$ cat src/rtl/fifo_memory_v2.sv
// fifo_memory_v2: FIFO storage RAM with byte enables, write-first registered read
// or async read, and a DEPTH-cycle zeroing sweep after reset or on request.
module fifo_memory_v2 #(
    parameter int ADDR_SIZE = 4,
    parameter int DATA_SIZE = 8,
    parameter int DEPTH     = 16,
    parameter int RD_REG    = 1
) (
    input  logic                   clk,
    input  logic                   rst,
    input  logic                   clr,
    input  logic                   wr_en,
    input  logic                   full,
    input  logic [ADDR_SIZE-1:0]   wr_addr,
    input  logic [DATA_SIZE/8-1:0] wr_be,
    input  logic [DATA_SIZE-1:0]   wr_data,
    input  logic                   rd_en,
    input  logic [ADDR_SIZE-1:0]   rd_addr,
    output logic [DATA_SIZE-1:0]   rd_data,
    output logic                   rd_valid,
    output logic                   busy
);
    localparam int NB = DATA_SIZE / 8;
    localparam logic [ADDR_SIZE-1:0] LAST = ADDR_SIZE'(DEPTH - 1);

    typedef enum logic {IDLE, CLEAR} state_t;

    state_t               state, state_nx;
    logic [ADDR_SIZE-1:0] cnt, cnt_nx;
    logic [DATA_SIZE-1:0] mem [DEPTH];
    logic                 wr_ok, rd_ok, rd_in;

    always_ff @(posedge clk or posedge rst)
        if (rst) begin
            state <= CLEAR;
            cnt   <= '0;
        end else begin
            state <= state_nx;
            cnt   <= cnt_nx;
        end

    always_comb begin
        state_nx = state;
        cnt_nx   = cnt;
        if (state == IDLE && clr) begin
            state_nx = CLEAR;
            cnt_nx   = '0;
        end else if (state == CLEAR) begin
            cnt_nx = cnt + 1'b1;
            if (cnt == LAST) state_nx = IDLE;
        end
    end

    assign busy  = state == CLEAR;
    assign wr_ok = wr_en && !full && !busy && wr_addr <= LAST;
    assign rd_ok = rd_en && !busy;
    assign rd_in = rd_addr <= LAST;

    // No parallel reset of the array: the sweep owns zeroing while busy
    always_ff @(posedge clk)
        if (busy)
            mem[cnt] <= '0;
        else if (wr_ok)
            for (int i = 0; i < NB; i++)
                if (wr_be[i]) mem[wr_addr][8*i +: 8] <= wr_data[8*i +: 8];

    if (RD_REG != 0) begin : g_reg
        logic [DATA_SIZE-1:0] word, q;
        logic                 v;
        // Write-first merge so a same-cycle write is visible to the read
        always_comb begin
            word = rd_in ? mem[rd_addr] : '0;
            for (int i = 0; i < NB; i++)
                if (wr_ok && wr_addr == rd_addr && wr_be[i]) word[8*i +: 8] = wr_data[8*i +: 8];
        end
        always_ff @(posedge clk or posedge rst)
            if (rst) begin
                q <= '0;
                v <= 1'b0;
            end else begin
                v <= rd_ok;
                if (rd_ok) q <= word;
            end
        assign rd_data  = q;
        assign rd_valid = v;
    end else begin : g_comb
        assign rd_data  = rd_in ? mem[rd_addr] : '0;
        assign rd_valid = rd_ok;
    end
endmodule
$ cat config.mk
export PLATFORM = sky130hd
export DESIGN_NAME = fifo_memory_v2
export DESIGN_NICKNAME = d
export VERILOG_FILES = /design/src/rtl/fifo_memory_v2.sv
export SDC_FILE = /design/constraint.sdc
export NUM_CORES = 1
export LEC_CHECK = 0
export ABC_AREA = 0
export BUFFER_PORTS_ARGS = -buffer_cell sky130_fd_sc_hd__buf_2
export CORE_ASPECT_RATIO = 0.9
export CORE_UTILIZATION = 53
export DETAILED_ROUTE_END_ITERATION = 7
export GPL_TIMING_DRIVEN = 0
export PLACE_DENSITY = 0.76
export SETUP_SLACK_MARGIN = 0.02
export SLEW_MARGIN = 20
export SYNTH_ARGS = -nofsm -noshare
export SYNTH_HDL_FRONTEND = slang
export SYNTH_SLANG_ARGS = --single-unit
$ cat constraint.sdc
create_clock -name clk -period 4.7 [get_ports clk]
set_input_delay 0.47 -clock clk [delete_from_list [all_inputs] [get_ports clk]]
set_output_delay 0.47 -clock clk [all_outputs]
set_load 0.005 [all_outputs]
**Yosys cells after proc, flatten, opt, wreduce, memory -nomap -nowiden**

Memories as Yosys holds them, arrays and structs flattened. A register that Yosys moved wholly into a read port is not among the register bits.
Index checks and enable logic that the tools add are counted.

- RAM bits: 128
- Register bits: 6
- Logic and storage cells: 31
- Memories: 1
- Input port bits: 23
- Output and inout bits: 10

Memories:

| memory | words | bits a word | read ports | clocked after Yosys merged registers in | wr ports | line | RTL |
|---|---|---|---|---|---|---|---|
| mem | 16 | 8 | 1 | 1 | 1 | 30 | `logic [DATA_SIZE-1:0] mem [DEPTH];` |

- Bitwise operators: 1
- Reduce and logical (&&, ||, !) cells: 9
- Equality and inequality tests: 1
- $add $sub $neg: 1
- Order comparisons: 1
- Mux-type cells: 14

Operators with widths:

| kind | count |
|---|---|
| $mux 4 | 3 |
| $mux 1 | 10 |
| $mux 8 | 1 |
| $reduce_or 8->1 | 1 |
| $logic_and 1x1->1 | 5 |
| $add 4x1->4 const B | 1 |
| $eq 4x4->1 const B | 1 |
| $le 4x4->1 const B | 1 |
| $logic_not 1->1 | 2 |
| $reduce_bool 2->1 | 1 |
| $not 1->1 | 1 |

**Longest topological paths before layout**

- Word-level depth: 9
- Depth in mapped cells: 7
- Mapped depth without buffers: 5

**Worst setup path before layout**

OpenSTA, ideal clock, no wires.

- Path kind: input -> register
- From: input wr_en
- To: memory mem[5][0] (enable)
- Buffers on the path: 2
- Stages: 6
- Path slack: 2605 ps
- Setup time: 370 ps
- Arrival: 1725 ps
- Path through: nor4bb_1 -> buf_2 -> buf_2 -> nand2_1 -> o22a_1 -> nor2_1

- Word-level cells in the longest chain between the ends: 8
- Elaborated cells between the ends (all ways): 9
- Classes of those cells: mux: 5; reduce/logical: 4

RTL lines:

| element | line | RTL |
|---|---|---|
| from (decl) | 12 | `input logic wr_en,` |
| $logic_and 1x1->1 * (3 in a row) | 55 | `assign wr_ok = wr_en && !full && !busy && wr_addr <= LAST;` |
| $mux 1 * | 63 | `else if (wr_ok)` |
| $mux 1 * | 61 | `if (busy)` |
| $mux 1 (implied by the code) * | 65 | `if (wr_be[i]) mem[wr_addr][8*i +: 8] <= wr_data[8*i +: 8];` |
| $reduce_or 8->1 (no source line) | - |  |
| $mux 4 (no source line) / $mux 1 (equally long branches) | - |  |
| to (decl) | 30 |  |

Mark *: on every way between the ends. The rest lies on a longest branch, timed or not.

**Worst setup path in the final report**

- From: register state, in the netlist busy
- To: memory mem[8][0] (enable)

- Word-level cells in the longest chain between the ends: 8
- Elaborated cells between the ends (all ways): 11
- Classes of those cells: mux: 7; reduce/logical: 4

RTL lines:

| element | line | RTL |
|---|---|---|
| from (decl) | 28 | `state_t state, state_nx;` |
| from (signal assigned) | 38 | `state <= state_nx;` |
| $logic_not 1->1 | 55 |  |
| $logic_and 1x1->1 (2 in a row) | 55 |  |
| $mux 1 | 63 |  |
| $mux 1 | 61 |  |
| $mux 1 (implied by the code) | 65 |  |
| $reduce_or 8->1 (no source line) | - |  |
| $mux 4 (no source line) / $mux 1 (equally long branches) | - |  |

Parallel ways exist; a longest one is shown, timed or not.

==> flow_metrics.env <==
export IMPL_grt_pass1_vias=3366
export IMPL_synth_cells=334
export IMPL_drt_iter0_drc=396
export IMPL_die_h_um=102
export IMPL_placementRows=35
export IMPL_cp_cell_sequence="nor4bb_1 -> buf_2 -> buf_2 -> a31oi_1 -> nor2_1"
export IMPL_critPathRequiredTime_ps=4740
export IMPL_routedWlPerCell_um=23.8
export IMPL_cts_root_buf="clkbuf_16"
export IMPL_slowest_stage="nor2_1"
export IMPL_start_util=0.558
export IMPL_post_cts_setup_buffers=0
export IMPL_port_buffers=30
export IMPL_post_place_ws_ps=2060
export IMPL_ys_ff_latch=142
export IMPL_finalInstanceArea_um2=6810
export IMPL_cp_slowest_stage_delay_ps=770
export IMPL_cp_top_family="simple AND/OR/NAND/NOR gates"
export IMPL_mappedNetlistNets=358
export IMPL_ant_nets=0
export IMPL_rsz0062_at_grt="false"
export IMPL_drv_slew=0
export IMPL_stdcell_count=525
export IMPL_setup_viol=0
export IMPL_fin_ws_ps=2150
export IMPL_hold_path_class="input port to asynchronous set/reset pin"
export IMPL_gp_congestion=0.903
export IMPL_cts_hold_buf=0
export IMPL_cts_buffers=17
export IMPL_drive_above_1_share=0.278
export IMPL_dpl_instance_area_um2=6150
export IMPL_worstSetupEndpointType="register"
export IMPL_layout_worst_path_cycle_share=0.542
export IMPL_setup_tns_ps=0
export IMPL_clk_latency_ps=420
export IMPL_synth_warnings=0
export IMPL_met2_usage=0.382
export IMPL_clk_pin_slew_worst_paths_ps=60
export IMPL_core_um2=10500
export IMPL_synth_seq_area_share=0.719
export IMPL_power_per_cell_area_nw_per_um2=566
export IMPL_slew_headroom=0.388
export IMPL_mostFrequentLayoutCells="edfxtp_1 (128), buf_2 (38), mux4_2 (32), nor2_1 (28), clkbuf_16 (24)"
export IMPL_tightest_slew_ps=914
export IMPL_grt_max_degree=18
export IMPL_path_class="register to register"
export IMPL_nFillCells=697
export IMPL_grt_pass1_wl_um=19400
export IMPL_io_pins=33
export IMPL_cts_buffer_depth=2
export IMPL_yosys_area_top_type="edfxtp_1"
export IMPL_start_kind="register"
export IMPL_synthToLayoutAreaGrowth_pct=16.6
export IMPL_dp_hpwl_um=8110
export IMPL_wirelength_um=12500
export IMPL_critPathBufInv=2
export IMPL_antenna_cells=0
export IMPL_yosysUniqueCellTypes=35
export IMPL_num_nets_final=407
export IMPL_whs_ps=83.3
export IMPL_layout_commonest_cell="edfxtp_1"
export IMPL_p_leak_nw=2.39
export IMPL_antenna_found_initial=0
export IMPL_busiest_layer="met2"
export IMPL_drc=0
export IMPL_status="finished, final reports clean"
export IMPL_grt_usage=0.245
export IMPL_ir_drop_mv=0.479
export IMPL_cts_resized=0
export IMPL_vias=3325
export IMPL_period_needed_ps=2550
export IMPL_drtPass1Iterations=4
export IMPL_numClockSinks=142
export IMPL_hold_viol=0
export IMPL_yosys_area_top_type_share=0.659
export IMPL_synth_cell_area_um2=5840
export IMPL_fin_skew_ps=7.33
export IMPL_syn_avg_cell_area_um2=17.5
export IMPL_dp_cells=493
export IMPL_cts_htree_levels=4
export IMPL_fmax_mhz=393
export IMPL_route_detailed_vias_per_inst=6.33
export IMPL_crit_arrival_ps=2590
export IMPL_cts_tree="done"
export IMPL_use_met3=0.0844
export IMPL_use_met1=0.329
export IMPL_synthTopCellsByArea="edfxtp_1 (66%), mux4_2 (12%), dfrtp_1 (5.6%), a22oi_1 (2.1%), nor2_1 (1.8%)"
export IMPL_grt_remaining_overflow=0
export IMPL_path_max_fanout=10
export IMPL_crit_top_cell="buf_2"
export IMPL_timing_max_cap_violations=0
export IMPL_die_w_um=113
export IMPL_dieArea_um2=11400
==> power by group <==
part	leakage [nW]	switching, mW	internal [mW]
Sequential	1.35	0.0783	1.66
Clock	0.314	0.517	0.900
Combinational	0.722	0.447	0.256
Total	2.39	1.04	2.81
==> final cells by class <==
type                       instances  area [um^2]  share of cell area
buffer                            19          111              0.0164
clock buffer                      25          604              0.0888
clock inverter                     7         53.8             0.00790
inverter                           7         26.3             0.00386
multi-input combinational        166         1500               0.221
sequential                       142         4200               0.616
tap                              129          161              0.0237
timing repair buffer              30          150              0.0221
==> per-layer routing <==
layer,up-vias,share of wire
li1,1437,-
met4,0,0.020
met1,1726,0.43
met5,-,0
met2,138,0.48
met3,24,0.075
==> registers in the layout, summed over array words and instances, names as in the netlist <==
| name | count |
|---|---|
| busy | 1 |
| mem | 128 |
| rd_data | 8 |
| rd_valid | 1 |
| cnt | 4 |
==> synth_stat cells <==
cell type  number
o32a_1          1
dfstp_2         1
o22ai_2         1
mux2_4          1
xnor2_1         2
and2_1         10
xor2_1          3
buf_2           8
buf_6           4
o21ai_0        13
and3_1          1
nor3b_1         3
o211ai_1        1
a21oi_1         7
o22a_4          1
nor2_1         28
nor3_1          2
nand3_1         2
o31ai_1         1
edfxtp_1      128
inv_1           7
buf_1           3
a22oi_1        16
clkbuf_1        4
dfrtp_1        13
ha_1            1
a211o_1         1
nor2b_1         2
mux4_2         32
o2111a_2        1
nand2b_1        1
a31oi_1        15
nand2_1        18
o22a_1          1
nor4bb_1        1
==> path summary, 6_finish.rpt <==
path,from,endpoint,slack [ps],cells past startpoint
worst max-delay path,busy,mem[8][0],2150,5
worst min-delay path,rst,rd_data[2],80,2
worst min register to register,rd_data[4],rd_data[4],540,2
worst max register to register,busy,mem[8][0],2150,5
min in group clk,clr,cnt[1],250,2
max in group asynchronous,rst,busy,4250,2
==> metrics by stage <==
stage	utilization	total power, mW
3_3_place_gp	0.587	2.41
5_1_grt	0.650	4.00
2_1_floorplan	-	2.20
3_5_place_dp	0.587	2.45
4_1_cts	0.650	3.85
6_report	0.650	3.85
==> kinds of logic after synthesis <==
group                      synth area share
DFF                                   0.719
and+or+nand+nor                      0.0536
AOI/OAI and AO/OA                    0.0684
muxes                                 0.126
buffers and inverters                0.0236
xor gates and xnor gates            0.00750
adders and majority gates           0.00214
Power figures use the tool's default switching activity.
